===== config.mk =====
export PLATFORM = sky130hd
export DESIGN_NAME = pipeline_hazard_controller
export DESIGN_NICKNAME = d
export VERILOG_FILES = /design/src/rtl/cpu_ctrl_pkg.sv /design/src/rtl/load_use_detector.sv /design/src/rtl/pipeline_hazard_controller.sv
export SDC_FILE = /design/constraint.sdc
export NUM_CORES = 1
export LEC_CHECK = 0
export ABC_AREA = 1
export BUFFER_PORTS_ARGS = -buffer_cell sky130_fd_sc_hd__buf_4
export CORE_AREA = 2 2 68 86
export DETAILED_ROUTE_END_ITERATION = 7
export DIE_AREA = 0 0 70 88
export HOLD_SLACK_MARGIN = 0.12
export PLACE_DENSITY = 0.74
export SETUP_SLACK_MARGIN = 0.05
export SLEW_MARGIN = 0
export SYNTH_ARGS = -nofsm -noshare
export SYNTH_HDL_FRONTEND = slang
export SYNTH_SLANG_ARGS = --single-unit
export TNS_END_PERCENT = 5

===== constraint.sdc =====
create_clock -name CLK -period 2 [get_ports CLK]
set_input_delay 0.4 -clock CLK [delete_from_list [all_inputs] [get_ports CLK]]
set_output_delay 0.4 -clock CLK [all_outputs]
set_load 0.1 [all_outputs]

===== src/rtl/cpu_ctrl_pkg.sv =====
// Shared definitions for the RV32 pipeline control path.
package cpu_ctrl_pkg;

  typedef enum logic [1:0] {
    RUN            = 2'd0,
    MULDIV_WAIT    = 2'd1,
    MULDIV_RELEASE = 2'd2
  } ctrl_state_t;

  localparam logic [31:0] NOP_INSTR = 32'h00000013;

endpackage


===== src/rtl/load_use_detector.sv =====
// Flags a load in EX whose destination is read by the instruction in ID.
module load_use_detector (
  input  logic [4:0] i_rs1,
  input  logic [4:0] i_rs2,
  input  logic [4:0] i_rd,
  input  logic       i_memRead,
  output logic       o_hazard
);

  // x0 is never a real dependency, so a load targeting it cannot stall.
  assign o_hazard = i_memRead && (i_rd != 5'd0) &&
                    ((i_rd == i_rs1) || (i_rd == i_rs2));

endmodule


===== src/rtl/pipeline_hazard_controller.sv =====
// Central stall/flush sequencer: derives per-register write-enable and
// bubble controls from hazards, branches, memory waits and MUL/DIV ops.
module pipeline_hazard_controller
  import cpu_ctrl_pkg::*;
#(
  parameter int MULDIV_LATENCY = 4,
  parameter int CNT_W          = 32
) (
  input  logic             CLK,
  input  logic             RESET,
  input  logic [4:0]       IF_ID_RS1,
  input  logic [4:0]       IF_ID_RS2,
  input  logic [4:0]       ID_EX_RD,
  input  logic             ID_EX_MEM_READ,
  input  logic             ID_EX_MULDIV,
  input  logic             BRANCH_TAKEN,
  input  logic             IMEM_BUSYWAIT,
  input  logic             DMEM_BUSYWAIT,
  output logic             PC_WRITE_EN,
  output logic             IF_ID_WRITE_EN,
  output logic             IF_ID_FLUSH,
  output logic             ID_EX_WRITE_EN,
  output logic             ID_EX_FLUSH,
  output logic             EX_MEM_WRITE_EN,
  output logic             EX_MEM_FLUSH,
  output logic             MEM_WB_WRITE_EN,
  output logic [1:0]       STATE_OUT,
  output logic [CNT_W-1:0] STALL_COUNT
);

  localparam int MCNT_W = ($clog2(MULDIV_LATENCY) < 1) ? 1 : $clog2(MULDIV_LATENCY);
  localparam logic [MCNT_W-1:0] MCNT_LOAD = MCNT_W'(MULDIV_LATENCY - 2);

  ctrl_state_t       r_state;
  ctrl_state_t       w_nextState;
  logic [MCNT_W-1:0] r_mcnt;
  logic [MCNT_W-1:0] w_nextMcnt;
  logic [CNT_W-1:0]  r_stallCount;
  logic              w_loadUse;

  load_use_detector u_loadUse (
    .i_rs1     (IF_ID_RS1),
    .i_rs2     (IF_ID_RS2),
    .i_rd      (ID_EX_RD),
    .i_memRead (ID_EX_MEM_READ),
    .o_hazard  (w_loadUse)
  );

  always_comb begin
    w_nextState     = r_state;
    w_nextMcnt      = r_mcnt;
    PC_WRITE_EN     = 1'b1;
    IF_ID_WRITE_EN  = 1'b1;
    IF_ID_FLUSH     = 1'b0;
    ID_EX_WRITE_EN  = 1'b1;
    ID_EX_FLUSH     = 1'b0;
    EX_MEM_WRITE_EN = 1'b1;
    EX_MEM_FLUSH    = 1'b0;
    MEM_WB_WRITE_EN = 1'b1;

    if (RESET) begin
      PC_WRITE_EN     = 1'b0;
      IF_ID_WRITE_EN  = 1'b0;
      ID_EX_WRITE_EN  = 1'b0;
      EX_MEM_WRITE_EN = 1'b0;
      MEM_WB_WRITE_EN = 1'b0;
      IF_ID_FLUSH     = 1'b1;
      ID_EX_FLUSH     = 1'b1;
      EX_MEM_FLUSH    = 1'b1;
    end else if (DMEM_BUSYWAIT) begin
      PC_WRITE_EN     = 1'b0;
      IF_ID_WRITE_EN  = 1'b0;
      ID_EX_WRITE_EN  = 1'b0;
      EX_MEM_WRITE_EN = 1'b0;
      MEM_WB_WRITE_EN = 1'b0;
    end else if (r_state == MULDIV_WAIT) begin
      PC_WRITE_EN    = 1'b0;
      IF_ID_WRITE_EN = 1'b0;
      ID_EX_WRITE_EN = 1'b0;
      EX_MEM_FLUSH   = 1'b1;
      w_nextMcnt     = (r_mcnt == '0) ? '0 : r_mcnt - MCNT_W'(1);
      // Leave when the decremented count reaches zero so that the issue
      // cycle, the wait cycles and the release cycle total MULDIV_LATENCY.
      if (r_mcnt <= MCNT_W'(1)) begin
        w_nextState = MULDIV_RELEASE;
      end
    end else begin
      w_nextState = RUN;
      if ((r_state == RUN) && ID_EX_MULDIV) begin
        PC_WRITE_EN    = 1'b0;
        IF_ID_WRITE_EN = 1'b0;
        ID_EX_WRITE_EN = 1'b0;
        EX_MEM_FLUSH   = 1'b1;
        w_nextState    = MULDIV_WAIT;
        w_nextMcnt     = MCNT_LOAD;
      end else if (BRANCH_TAKEN) begin
        IF_ID_FLUSH = 1'b1;
        ID_EX_FLUSH = 1'b1;
      end else if (w_loadUse) begin
        PC_WRITE_EN    = 1'b0;
        IF_ID_WRITE_EN = 1'b0;
        ID_EX_FLUSH    = 1'b1;
      end else if (IMEM_BUSYWAIT) begin
        PC_WRITE_EN = 1'b0;
        IF_ID_FLUSH = 1'b1;
      end
    end
  end

  always_ff @(posedge CLK) begin
    if (RESET) begin
      r_state      <= RUN;
      r_mcnt       <= '0;
      r_stallCount <= '0;
    end else begin
      r_state <= w_nextState;
      r_mcnt  <= w_nextMcnt;
      if (!PC_WRITE_EN && (r_stallCount != '1)) begin
        r_stallCount <= r_stallCount + CNT_W'(1);
      end
    end
  end

  assign STATE_OUT   = r_state;
  assign STALL_COUNT = r_stallCount;

endmodule


Word-level counts from Yosys, hierarchy flattened

Cells that the tools add are included.

Input port bits: 22
Logic and storage cells: 66
Output and inout port bits: 42
Register bits after elaboration: 36

Bitwise operators: 1
Eq/ne operators: 5
Multiplexer cells: 42
Order comparisons: 1
$add $sub $neg: 2
Reduce and logical (&&, ||, !) cells: 12

Operators with widths:

| cell                                                            | count |
|---|---|
| 2-to-1 mux 1 bit                                                | 37 |
| adder 32 x 1 -> 32 bit (second input constant)                  | 1 |
| inequality test 32 bit (second input constant)                  | 1 |
| == test 5 bit                                                   | 2 |
| 2-to-1 mux 2 bit                                                | 5 |
| nonzero test 5 bit                                              | 1 |
| logical AND 1 bit                                               | 4 |
| zero test 2 bit                                                 | 2 |
| AND reduction 2 bit                                             | 2 |
| == test 2 x 1 -> 1 bit (second input constant)                  | 1 |
| less-or-equal comparator 2 x 1 -> 1 bit (second input constant) | 1 |
| inequality test 2 x 1 -> 1 bit (second input constant)          | 1 |
| nonzero test 2 bit                                              | 1 |
| subtractor 2 x 1 -> 2 bit (second input constant)               | 1 |
| zero test 1 bit                                                 | 1 |
| logical OR 1 bit                                                | 1 |
| inverter 1 bit                                                  | 1 |

Logic depth before layout (Yosys ltp)

Gate-level depths: netlist of the first run.

Depth after elaboration: 11
Gate-level depth with buffers: 13
Gate-level depth less buffers: 12

Cells and area by module

A second synthesis of the first run with hierarchy kept.

Cells, all modules: 424
Area total of the unflattened synthesis: 2528.7 um^2

Modules (own cells, without submodules):

| module                     | area each (um^2) | times used | cells each | seq. area each (um^2) |
|---|---|---|---|---|
| pipeline_hazard_controller | 2333.5           | 1          | 379        | 720.7 |
| load_use_detector          | 195.2            | 1          | 45         | 0.0 |

Least setup slack after synthesis of the first run

OpenSTA, ideal clock, no wires.

Kind: reg2out
From: reg r_state[1] (netlist: STATE_OUT[1])
To: out PC_WRITE_EN
Arrival time: 3872 ps
Cell stages (with the launch flop): 8
Path buffers: 1
Path slack: -2272 ps
Cell sequence: dfxtp_1 -> a21oi_1 -> nor2_1 -> inv_1 -> nor2_1 -> nand3_2 -> buf_2 -> inv_1

Longest elaborated chain between the ends: 6

Ends and longest elaborated chain:

| element                | line                              | text |
|---|---|---|
| start, declared        | pipeline_hazard_controller.sv:34  | `ctrl_state_t r_state;` |
| start signal, assigned | pipeline_hazard_controller.sv:116 | `r_state <= w_nextState;` |
| zero test 2 bit        | pipeline_hazard_controller.sv:89  | `if ((r_state == RUN) && ID_EX_MULDIV) begin` |
| logical AND 1 bit      | pipeline_hazard_controller.sv:89  |  |
| 2-to-1 mux 1 bit       | pipeline_hazard_controller.sv:89  |  |
| 2-to-1 mux 1 bit *     | pipeline_hazard_controller.sv:76  | `end else if (r_state == MULDIV_WAIT) begin` |
| 2-to-1 mux 1 bit *     | pipeline_hazard_controller.sv:70  | `end else if (DMEM_BUSYWAIT) begin` |
| 2-to-1 mux 1 bit *     | pipeline_hazard_controller.sv:61  | `if (RESET) begin` |
| end, declared          | pipeline_hazard_controller.sv:19  | `output logic PC_WRITE_EN,` |

Mark *: on every way between the ends. The rest lies on a longest branch, timed or not.

Worst setup path after layout of the first run

From: in ID_EX_RD[4]
To: out PC_WRITE_EN

Longest elaborated chain between the ends: 9

Ends and longest elaborated chain:

| element                                               | line                                             | text |
|---|---|---|
| start, declared                                       | pipeline_hazard_controller.sv:13                 | `input logic [4:0] ID_EX_RD,` |
| == test 5 bit or nonzero test 5 bit (tied branches)   | load_use_detector.sv:12, load_use_detector.sv:11 |  |
| logical OR 1 bit or logical AND 1 bit (tied branches) | load_use_detector.sv:12, load_use_detector.sv:11 |  |
| logical AND 1 bit *                                   | load_use_detector.sv:11                          | `assign o_hazard = i_memRead && (i_rd != 5'd0) &&` |
| 2-to-1 mux 1 bit *                                    | pipeline_hazard_controller.sv:99                 | `end else if (w_loadUse) begin` |
| 2-to-1 mux 1 bit *                                    | pipeline_hazard_controller.sv:96                 | `end else if (BRANCH_TAKEN) begin` |
| 2-to-1 mux 1 bit *                                    | pipeline_hazard_controller.sv:89                 |  |
| 2-to-1 mux 1 bit *                                    | pipeline_hazard_controller.sv:76                 |  |
| 2-to-1 mux 1 bit *                                    | pipeline_hazard_controller.sv:70                 |  |
| 2-to-1 mux 1 bit *                                    | pipeline_hazard_controller.sv:61                 |  |

Marks and branches as above.

==> metrics.md, run 1 <==
| Metric | Value |
|---|---|
| Fin crit period | `1.92 ns` |
| Die area | `6160 um2` |
| H-tree lvl count | `2` |
| Final setup fails | `0` |
| Worst rel slew slack | `63.5%` |
| Status | `complete, no violations` |
| Net Switching | `0.568 mW` |
| Max-slew violations | `0` |
| Max-Cap Viols | `0` |
| WL final | `7.87 mm` |
| Area occupied by multi-input gates | `1660 um2` |
| Storage cell area | `733 um2` |
| Mapped Avg Cell Area | `6.10 um2` |
| Pin count of the biggest net entering global routing | `34` |
| Clk Latency, worst-skew pair | `0.30 ns` |
| Fillers | `524` |
| Leakage | `1.55 nW` |
| Worst hold path class | `input port to flip-flop` |
| Main combinational cell family by area after synthesis | `simple AND/OR/NAND/NOR gates` |
| Post-synthesis xor/xnor area fraction | `7.40%` |
| Drt initial violations | `144` |
| Io pins | `64` |
| Main synth FF type | `dfxtp_1` |
| CTS tree | `yes` |
| Clock Path Buffers | `2` |
| Post-DP HPWL | `5.80 mm` |
| DRC errors left | `0` |
| Vias after detailed routing | `3,002` |
| Post-route ant nets | `0` |
| PortBufs | `63` |
| Sink Count | `36` |
| Cells after synthesis | `427` |
| Vias/cell | `5.28` |
| Worst Setup End Kind | `primary output` |
| Initial core utilization | `48.8%` |
| Adder-cell share of the synthesized area | `0.481%` |
| FMAX | `522 MHz` |
| Crit path kind | `input port to primary output` |
| Die Y | `88 um` |
| Vias in the first global route | `2,763` |
| Comb power frac | `21.2%` |
| GRT met2 Usage | `48.0%` |
| Post-layout util | `65.4%` |
| Final worst path period share | `95.8%` |
| Crit Path Max Fanout | `4` |
| Unrepaired setup endpoints after global routing | `yes` |
| Internal cell power | `1.21 mW` |
| GRT Resource Usage Total | `25.4%` |
| Post-synthesis simple-gate area fraction | `44.0%` |
| Clock power frac | `37.3%` |
| First-pass GRT wire length | `12.6 mm` |
| Detailed-router iteration count before antenna repair | `4` |
| Root Buffer | `clkbuf_8` |
| GPL Wtd Cong | `0.967` |
| Peak supply drop | `0.391 mV` |
| Syn. warnings | `0` |
| CP required | `1.60 ns` |
| Worst-Margin Slew | `0.543 ns` |
| Syn Std Cell Area | `2600 um2` |
| Ant diodes | `0` |
| Switching Fraction | `31.8%` |
| WL/cell | `13.8 um` |
| Pwr/cell area | `511 nW/um2` |
| Multiplexer share of the synthesized area | `0%` |
| Met1 GRT Util | `29.3%` |
| CP Launch Type | `input port` |
| Seq pwr share | `41.5%` |
| Initial antenna violation count | `0` |
| Post-synthesis sequential area ratio | `27.7%` |
| Fin Clk Skew | `0.00389 ns` |
| Die Wd | `70 um` |
| GRT overflow | `0` |
| Post-synth EDFFs | `0` |
| # rows | `30` |
| Share of cells above drive strength 1 | `27.1%` |
| Final hold violations | `0` |
| CTS Buf Count | `5` |
| Final nets | `527` |
| GR peak layer | `met2` |
| CORE AREA | `5330 um2` |
| Syn nets | `450` |
| Synth cell types | `26` |
| Compound-Gate Fraction of Synth Area | `9.42%` |
| Synth-to-layout area growth | `34.0%` |
| Met3 usage | `3.45%` |
| Clock slew at reported path FFs | `0.08 ns` |
| Yosys reg bits | `36` |
| Asr flop ratio synth | `0%` |
| Power consumption | `1.78 mW` |
| Crit path DAT | `1.52 ns` |
logic make-up (layout without fill, tap and decap cells):
logic type,Yosys count,after routing
flip-flops,36,36
AND/OR/NAND/NOR,259,259
XOR/XNOR,22,22
adder cells (fa/ha/maj),1,1
AO/OA/AOI/OAI,41,41
buffers and inverters,68,146
timing repair:
action | 4_1_cts | 5_1_grt
hold endpoints to repair | 0 | 0
hold buffers | 0 | 0
buffers inserted | 0 | 5
setup endpoints to repair | 3 | 34
pin swaps | 2 | 5
gates resized for setup | 8 | 10
gates cloned | 0 | 1
critical path, cell delays in order:
cell	delay [ns]
buf_4	0.10
inv_1	0.04
nand2_1	0.04
nand2_1	0.06
nor2_1	0.11
nand3_1	0.11
nand2_2	0.10
nand3_2	0.11
nand3_4	0.15
clkinvlp_4	0.11
buf_12	0.17
synth_stat cells (all sizes together), types with 6 or more instances:
| cell type | count | area share, % |
|---|---|---|
| a21oi | 35 | 8.2 |
| buf | 11 | 2.8 |
| dfxtp | 36 | 28 |
| inv | 54 | 7.8 |
| nand2 | 133 | 20 |
| nand3 | 52 | 10 |
| nand4 | 6 | 1.4 |
| nor2 | 45 | 6.8 |
| nor3 | 18 | 3.8 |
| xnor2 | 7 | 2.4 |
| xor2 | 15 | 5.0 |
cell usage in the layout (no fill, tap or decap), types with 5 or more instances in the layout:
cell type / instances
nand3b_1: 5
nand2_1: 119
nand3_1: 50
nor3_1: 16
xor2_1: 15
a21oi_2: 10
nor2_1: 41
xnor2_1: 7
nand2_2: 14
inv_1: 48
nand4_1: 6
buf_4: 79
clkbuf_8: 5
dfxtp_1: 32
a21oi_1: 24
area by class of cell:
cell class / instances / area share [%]
repair buffers: 84 / 19.9
multi-input cells: 323 / 47.5
inverters: 54 / 6.10
flip-flops and latches: 36 / 21.0
well taps: 64 / 2.30
clock buffers: 5 / 1.97
clock inverters: 3 / 1.22
flip-flops by register name, summed over array words and instances, names as in the netlist:
signal / flops
STALL_COUNT: 32
STATE_OUT: 2
r_mcnt: 2
layer usage:
metal / part of all wire [%] / vias to the layer above
met2: 54 / 90
met3: 5.1 / 12
met4: 1.6 / 0
li1: - / 1505
met1: 39 / 1395
met5: 0 / -
path summary, 6_finish.rpt:
path	from	endpoint	slack, ns	depth (start not counted)
max reg2reg	STALL_COUNT[1]$_SDFFE_PP0P_	STALL_COUNT[1]$_SDFFE_PP0P_	0.15	13
min	DMEM_BUSYWAIT	STATE_OUT[1]$_SDFFE_PP0P_	0.39	3
max	ID_EX_RD[4]	PC_WRITE_EN	0.08	11
min reg2reg	r_mcnt[0]$_SDFFE_PP0P_	r_mcnt[0]$_SDFFE_PP0P_	0.48	2
power groups by stage:
stage                     Combinational, mW  Clock, mW  Sequential, mW
after detailed placement              0.350          0           0.756
after CTS                             0.358      0.677           0.739
after global placement                0.345          0           0.756
after floorplan                       0.185          0           0.822
final                                 0.378      0.664           0.740
after global routing                  0.403      0.692           0.742
stage by stage:
| step | setup TNS, ns | instances | worst slack (ns) | hold slack (ns) | cell area (um2) |
|---|---|---|---|---|---|
| after floorplan | -12.53 | 427 | -0.434 | 0.444 | 2660 |
| after global placement | 0 | 555 | 0.00963 | 0.455 | 3250 |
| after detailed placement | -0.0280 | 555 | -0.0153 | 0.464 | 3250 |
| after CTS | 0 | 563 | 0.0483 | 0.381 | 3390 |
| after global routing | -0.0111 | 569 | -0.0111 | 0.402 | 3490 |
| final | 0 | 569 | 0.0845 | 0.391 | 3490 |
Note: power is estimated with default switching activity, not from simulation.
==> run 2, diff against run 1 <==
--- a/config.mk
+++ b/config.mk
@@ -5,13 +5,12 @@
 export SDC_FILE = /design/constraint.sdc
 export NUM_CORES = 1
 export LEC_CHECK = 0
-export ABC_AREA = 1
 export BUFFER_PORTS_ARGS = -buffer_cell sky130_fd_sc_hd__buf_4
-export CORE_AREA = 2 2 68 86
+export CORE_AREA = 2 2 60 76
 export DETAILED_ROUTE_END_ITERATION = 7
-export DIE_AREA = 0 0 70 88
+export DIE_AREA = 0 0 62 78
 export HOLD_SLACK_MARGIN = 0.12
-export PLACE_DENSITY = 0.74
+export PLACE_DENSITY = 0.76
 export SETUP_SLACK_MARGIN = 0.05
 export SLEW_MARGIN = 0
 export SYNTH_ARGS = -nofsm -noshare
==> run 2 against run 1 <==
Against the previous run:
- flip-flop and latch count unchanged
- largest cell class unchanged
- synthesized cell count decreased by 44%
- wire length is 31% lower
- combinational power fell by 4%
- clock-buffer cell count up 1
- the run now ends with setup timing left
==> metrics.md, run 2 <==
| Metric | Value |
|---|---|
| Main synth FF type | `dfxtp_1` |
| # rows | `26 (-13%)` |
| Root Buffer | `clkbuf_8` |
| CP Launch Point | `ID_EX_RD[0]` |
| Clock power frac | `36.2% (-1.1 points)` |
| Hold Buf Count CTS | `0 (unchanged)` |
| Most frequent cells in the layout | `buf_4 (96), nor2_1 (42), xor2_1 (25)` |
| Cells on worst reg2reg path | `8 (-5)` |
| Yosys top cell by area | `dfxtp_1` |
| Die Wd | `62 um (-11%)` |
| DRC errors left | `0 (unchanged)` |
| Worst Setup End Kind | `primary output` |
| CTS tree | `yes` |
| Unrepaired setup endpoints after global routing | `yes` |
| Ant diodes | `0 (unchanged)` |
| Synth cell types | `39 (+50%)` |
| Crit Path Max Fanout | `3 (-1)` |
| Mapped Avg Cell Area | `8.20 um2 (+34%)` |
| Initial antenna violation count | `0 (unchanged)` |
| Internal cell power | `1.23 mW (+1.2%)` |
| Drt initial violations | `70 (-51%)` |
| Top cells by area, synth | `dfxtp_1 (36%), xor2_1 (11%), nor2_1 (8.5%)` |
| Sink Count | `36 (unchanged)` |
| Post-route ant nets | `0 (unchanged)` |
| H-tree lvl count | `2 (unchanged)` |
| GPL Wtd Cong | `0.892 (-7.8%)` |
| Peak supply drop | `0.581 mV (+49%)` |
| Vias/cell | `5.14 (-2.5%)` |
| R2r setup slk | `-0.01 ns (-0.16 ns)` |
| GRT Resource Usage Total | `24.7% (-0.72 points)` |
| Vias in the first global route | `2,105 (-24%)` |
| Yosys top cell area share | `36.5% (+8.8 points)` |
| Die area | `4840 um2 (-21%)` |
| Clk Latency, worst-skew pair | `0.29 ns (about the same)` |
| WL final | `5.40 mm (-31%)` |
| Share of cells above drive strength 1 | `44.6% (+17 points)` |
| Min Hold Slack | `0.385 ns (-0.00653 ns)` |
| Post-synth EDFFs | `0 (unchanged)` |
| Max reg flops | `32 (unchanged)` |
| Initial core utilization | `48.6% (-0.27 points)` |
| Worst hold path class | `input port to flip-flop` |
| Max-Cap Viols | `0 (unchanged)` |
| Pwr/cell area | `571 nW/um2 (+12%)` |
| Worst-Margin Slew | `0.339 ns (-0.204 ns)` |
| Cells after synthesis | `241 (-44%)` |
| Most common cell after layout, fill and taps aside | `buf_4` |
| Seq pwr share | `42.8% (+1.3 points)` |
| Crit path DAT | `1.97 ns (+0.45 ns)` |
| PortBufs | `63 (unchanged)` |
| Synth-to-layout area growth | `52.8%` |
| Worst setup margin | `-0.373 ns (-0.457 ns)` |
| Status | `finished, violations left` |
| Net Switching | `0.494 mW (-13%)` |
| Detailed-router iteration count before antenna repair | `4 (unchanged)` |
| Most frequent cell after synthesis | `nor2_1` |
| Clock Path Buffers | `2 (unchanged)` |
| Crit path kind | `input port to primary output` |
| GRT overflow | `0 (unchanged)` |
| Pin count of the biggest net entering global routing | `22 (-35%)` |
| Worst rel slew slack | `77.1% (+14 points)` |
| CP required | `1.60 ns (about the same)` |
| Fin crit period | `2.37 ns (+0.457 ns)` |
| CTS Buf Count | `5 (unchanged)` |
| Switching Fraction | `28.7% (-3.2 points)` |
| Syn. warnings | `0 (unchanged)` |
| Io pins | `64 (unchanged)` |
| Fin Clk Skew | `0.00741 ns (+0.00353 ns)` |
| Post-synthesis sequential area ratio | `36.5% (+8.8 points)` |
| First-pass GRT wire length | `9.03 mm (-28%)` |
| Worst Setup Slack post-DPL | `-0.522 ns (-0.507 ns)` |
| Yosys reg bits | `36 (unchanged)` |
| Final worst path period share | `119% (+23 points)` |
| Post-DP HPWL | `3.96 mm (-32%)` |
| Leakage | `1.28 nW (-17%)` |
| Die Y | `78 um (-11%)` |
| Commonest cells in the netlist | `nor2_1 (45), dfxtp_1 (36), xor2_1 (25)` |
| Reg2reg end | `STALL_COUNT[23]$_SDFFE_PP0P_` |
| Syn Std Cell Area | `1980 um2 (-24%)` |
| Clock slew at reported path FFs | `0.07 ns (about the same)` |
| WL/cell | `13.6 um (-1.6%)` |
| Final nets | `363 (-31%)` |
| CP Launch Type | `input port` |
| Critical Path End | `PC_WRITE_EN` |
| Final hold violations | `0 (unchanged)` |
| Crit Reg-Reg Startpoint | `STALL_COUNT[0]$_SDFFE_PP0P_` |
| Syn nets | `264 (-41%)` |
| Vias after detailed routing | `2,042 (-32%)` |
| Comb power frac | `21.0% (-0.2 points)` |
| CORE AREA | `4070 um2 (-24%)` |
| Final setup fails | `31 (+31)` |
| Failing checks | `setup timing` |
| Max-slew violations | `0 (unchanged)` |
| Asr flop ratio synth | `0% (unchanged)` |
| FMAX | `421 MHz (-19%)` |
[run 2: cell types whose count changed after synthesis, sizes merged, moves of 6 or more]
cell	previous run	this run
buf	11	5
inv	54	3
a21oi	35	9
nand4	6	17
nand2	133	15
nor3	18	3
nand3	52	19
and3	0	9
xnor2	7	13
xor2	15	25
[run 2: layout make-up]
class,instances,area [um2]
clock buffer,6,72.6
clock inverter,2,35.0
fill,306,1050
inverter,3,15.0
multi-input combinational,192,1250
sequential,36,753
tap,56,70.1
timing repair buffer,102,823
[run 2: power groups by stage]
stage	combinational [mW]	clock [mW]	sequential, mW
global placement	0.334	0	0.753
global route	0.384	0.675	0.738
CTS	0.358	0.638	0.737
finish	0.362	0.624	0.737
floorplan	0.175	0	0.820
detailed placement	0.337	0	0.753
[run 2: critical path, stage by stage]
cell and delay, ns:
buf_6 0.09, or4_4 0.54, o21ai_4 0.15, nor2_2 0.05, a2111o_1 0.43, clkinvlp_4 0.13, buf_12 0.17
[run 2: stage by stage]
step	TNS [ns]	area (um2)	power, mW	utilization, %	std cells
final	-2.44	3020	1.72	74.2	397
after global routing	-5.40	3020	1.80	74.2	397
after CTS	-2.22	3010	1.73	73.9	397
after detailed placement	-13.57	2820	1.09	69.4	389
after global placement	-12.58	2820	1.09	69.4	389
after floorplan	-13.01	2100	0.995	-	241
[run 2: worst min-delay path by stage]
stage,end,slack [ns],from,cells past startpoint
final,STATE_OUT[0]$_SDFFE_PP0P_,0.38,RESET,2
after global routing,STATE_OUT[0]$_SDFFE_PP0P_,0.39,RESET,2
after CTS,STATE_OUT[0]$_SDFFE_PP0P_,0.38,RESET,2
after detailed placement,STALL_COUNT[6]$_SDFFE_PP0P_,0.50,STALL_COUNT[6]$_SDFFE_PP0P_,2
after global placement,STALL_COUNT[6]$_SDFFE_PP0P_,0.49,STALL_COUNT[6]$_SDFFE_PP0P_,2
after floorplan,r_mcnt[0]$_SDFFE_PP0P_,0.47,r_mcnt[0]$_SDFFE_PP0P_,2
[run 2: cells by family (layout without fill, tap and decap cells)]
group	after synthesis	count (layout)	synth area share, %
XOR/XNOR	38	38	16.8
AO/OA/AOI/OAI	20	20	6.27
AND/OR/NAND/NOR	132	132	35.2
buffers and inverters	13	113	3.80
multiplexers	1	1	0.760
flip-flops	36	36	36.5
adder cells (fa/ha/maj)	1	1	0.633
[run 2: routing by layer]
layer	routed length, um	vias up	global-route usage (%)
met5	0	-	0
met3	281	12	5.50
met1	2200	948	28.0
li1	-	1028	-
met2	2780	54	41.6
met4	146	0	11.9
[run 2: what timing repair did]
item,CTS,global route
pin swaps,1,1
resized for setup,18,2
hold endpoints to repair,0,0
setup buffers,0,0
setup endpoints to repair,36,36
==> run 3, diff against run 2 <==
--- a/config.mk
+++ b/config.mk
@@ -11,7 +11,9 @@
 export DIE_AREA = 0 0 62 78
 export HOLD_SLACK_MARGIN = 0.12
 export PLACE_DENSITY = 0.76
+export REMOVE_ABC_BUFFERS = 1
 export SETUP_SLACK_MARGIN = 0.05
+export SKIP_LAST_GASP = 1
 export SLEW_MARGIN = 0
 export SYNTH_ARGS = -nofsm -noshare
 export SYNTH_HDL_FRONTEND = slang
==> constraint.sdc (replaced) <==
create_clock -name CLK -period 2 [get_ports CLK]
set_input_delay 0.3 -clock CLK [delete_from_list [all_inputs] [get_ports CLK]]
set_output_delay 0.3 -clock CLK [all_outputs]
set_load 0.1 [all_outputs]
==> run 3 against run 2 <==
Against the previous run:
- clock skew is 0.0043 ns lower
- largest cell class unchanged
- global-route usage is 2.8 points lower
- via count is 0.83% higher
- the run still ends with setup timing left
- register-to-register slack worse by 0.03 ns
- total power is 6.9% lower
- highest routed layer unchanged
- first-iteration DRC count is 59% lower
- critical endpoint unchanged
- clock-buffer cell count is 2 higher
==> metrics.md, run 3 (synthesis results as in run 2) <==
| Metric | Value |
|---|---|
| CTS tree | `yes` |
| Max-Cap Viols | `0 (unchanged)` |
| Worst-Margin Slew | `0.420 ns (+0.0816 ns)` |
| Drt initial violations | `29 (-59%)` |
| PortBufs | `63 (unchanged)` |
| R2r setup slk | `-0.04 ns (-0.03 ns)` |
| Crit path kind | `input port to primary output` |
| Final worst path period share | `110% (-9.1 points)` |
| First-pass GRT wire length | `8.30 mm (-8.1%)` |
| Setup_tns | `-2.41 ns (+0.0259 ns)` |
| Post-route ant nets | `0 (unchanged)` |
| CP required | `1.70 ns (+0.10 ns)` |
| DRC errors left | `0 (unchanged)` |
| Die Y | `78 um (unchanged)` |
| CP Launch Type | `input port` |
| Hold Crit Start | `DMEM_BUSYWAIT` |
| Die area | `4840 um2 (unchanged)` |
| Crit Path Max Fanout | `2 (-1)` |
| Failing checks | `setup timing` |
| Fin crit period | `2.19 ns (-0.181 ns)` |
| Peak supply drop | `0.418 mV (-28%)` |
| Worst hold path depth | `3 (+1)` |
| Power consumption | `1.60 mW (-6.9%)` |
| Fillers | `344 (+12%)` |
| WHS Endpoint | `STATE_OUT[1]$_SDFFE_PP0P_` |
| Post-Layout Cell Count | `402 (+1.3%)` |
| Post-DP HPWL | `3.83 mm (-3.2%)` |
| Die Wd | `62 um (unchanged)` |
| Detailed-router iteration count before antenna repair | `4 (unchanged)` |
| Leakage | `1.28 nW (-0.57%)` |
| GRT overflow | `0 (unchanged)` |
| WL/cell | `12.4 um (-9.0%)` |
| Area after DPL | `2770 um2 (-1.8%)` |
| Vias after detailed routing | `2,059 (+0.83%)` |
| GRT Resource Usage Total | `21.9% (-2.8 points)` |
| Pin count of the biggest net entering global routing | `29 (+32%)` |
| Worst setup margin | `-0.191 ns (+0.181 ns)` |
| Initial antenna violation count | `0 (unchanged)` |
| Reg2reg end | `STALL_COUNT[23]$_SDFFE_PP0P_` |
| Worst Setup End Kind | `primary output` |
| Final nets | `368 (+1.4%)` |
| CTS Buf Count | `5 (unchanged)` |
| Vias/cell | `5.12 (-0.42%)` |
| Crit path DAT | `1.89 ns (-0.08 ns)` |
| Clk Latency, worst-skew pair | `0.29 ns (about the same)` |
| Worst hold path class | `input port to flip-flop` |
| Ant diodes | `0 (unchanged)` |
| Pwr/cell area | `549 nW/um2 (-3.8%)` |
| Root Buffer | `clkbuf_8` |
| Unrepaired setup endpoints after global routing | `yes` |
| Synth-to-layout area growth | `47.9%` |
| Status | `finished, violations left` |
| Share of cells above drive strength 1 | `35.8% (-8.7 points)` |
| Clock Path Buffers | `2 (unchanged)` |
| Most frequent cells in the layout | `buf_4 (102), nor2_1 (44), dfxtp_1 (36)` |
| Inst Count DP | `392 (+0.77%)` |
| # rows | `26 (unchanged)` |
| Worst rel slew slack | `71.6% (-5.5 points)` |
| Clock slew at reported path FFs | `0.07 ns (about the same)` |
| Fin Clk Skew | `0.00311 ns (-0.00431 ns)` |
| Io pins | `64 (unchanged)` |
| Design area | `2920 um2 (-3.2%)` |
| FMAX | `456 MHz (+8.3%)` |
| Initial core utilization | `48.6% (unchanged)` |
| GPL Wtd Cong | `0.789 (-12%)` |
| Vias in the first global route | `2,016 (-4.2%)` |
| Max-slew violations | `0 (unchanged)` |
| WL final | `4.98 mm (-7.8%)` |
| Most common cell after layout, fill and taps aside | `buf_4` |
| Cells on worst reg2reg path | `8 (unchanged)` |
| Max reg flops | `32 (unchanged)` |
| Final hold violations | `0 (unchanged)` |
| Sink Count | `36 (unchanged)` |
| Crit Reg-Reg Startpoint | `STALL_COUNT[0]$_SDFFE_PP0P_` |
| CORE AREA | `4070 um2 (unchanged)` |
| Final setup fails | `29 (-6.5%)` |
| Hold Buf Count CTS | `0 (unchanged)` |
| H-tree lvl count | `2 (unchanged)` |
run 3: cell count changes in the layout (fill, tap and decap cells not counted), sizes merged:
| cell | delta |
|---|---|
| buf | +5 |
| inv | +1 |
| clkinvlp | -1 |
| clkbuf | +2 |
| clkinv | -1 |
| bufinv | -1 |
run 3: stage by stage:
step	utilization, %	worst slack (ns)	hold WS [ns]
final	71.8	-0.191	0.289
after global routing	71.8	-0.236	0.287
after CTS	71.7	-0.203	0.285
after detailed placement	68.1	-0.432	0.518
after global placement	68.1	-0.385	0.496
after floorplan	-	-3.19	0.369
run 3: final cells by class:
type / instances / area, um2 / area share (%)
clock buffer: 8 / 90.1 / 3.08
inverter: 3 / 13.8 / 0.471
multi-input combinational: 192 / 1200 / 40.9
sequential: 36 / 721 / 24.7
tap: 56 / 70.1 / 2.40
timing repair buffer: 107 / 831 / 28.4
run 3: report_power, final:
group / switching (mW) / total, mW / internal [mW]
registers: 0.00646 / 0.734 / 0.728
logic: 0.222 / 0.343 / 0.121
clock network: 0.247 / 0.528 / 0.281
run 3: worst max path at each step:
stage	startpoint	to	slack, ns	cells after the start
3_5_place_dp	ID_EX_RD[0]	PC_WRITE_EN	-0.43	8
3_3_place_gp	ID_EX_RD[0]	PC_WRITE_EN	-0.38	8
4_1_cts	ID_EX_RD[2]	PC_WRITE_EN	-0.20	8
2_1_floorplan	STATE_OUT[1]$_SDFFE_PP0P_	IF_ID_WRITE_EN	-3.19	3
5_1_grt	ID_EX_RD[2]	PC_WRITE_EN	-0.24	8
6_report	ID_EX_RD[2]	PC_WRITE_EN	-0.19	8
run 3: routing by layer:
| layer | vias to the layer above | GRT usage (%) | part of all wire (%) |
|---|---|---|---|
| met2 | 54 | 40.7 | 53 |
| met5 | - | 0 | 0 |
| li1 | 1038 | - | - |
| met4 | 0 | 5.74 | 1.0 |
| met1 | 963 | 22.4 | 39 |
| met3 | 4 | 6.17 | 6.9 |
run 3: worst max-delay path: stages:
cell and delay [ns]:
buf_6 0.09, or4_4 0.54, o21ai_4 0.16, nor2_2 0.07, a2111o_1 0.37, buf_6 0.14, inv_4 0.05, buf_12 0.16
run 3: repair_timing:
item                                    in CTS  in global routing
pin swaps                                    4                  1
gates resized for setup                     11                  2
endpoints found under the setup margin      32                 36
setup buffers                                2                  0
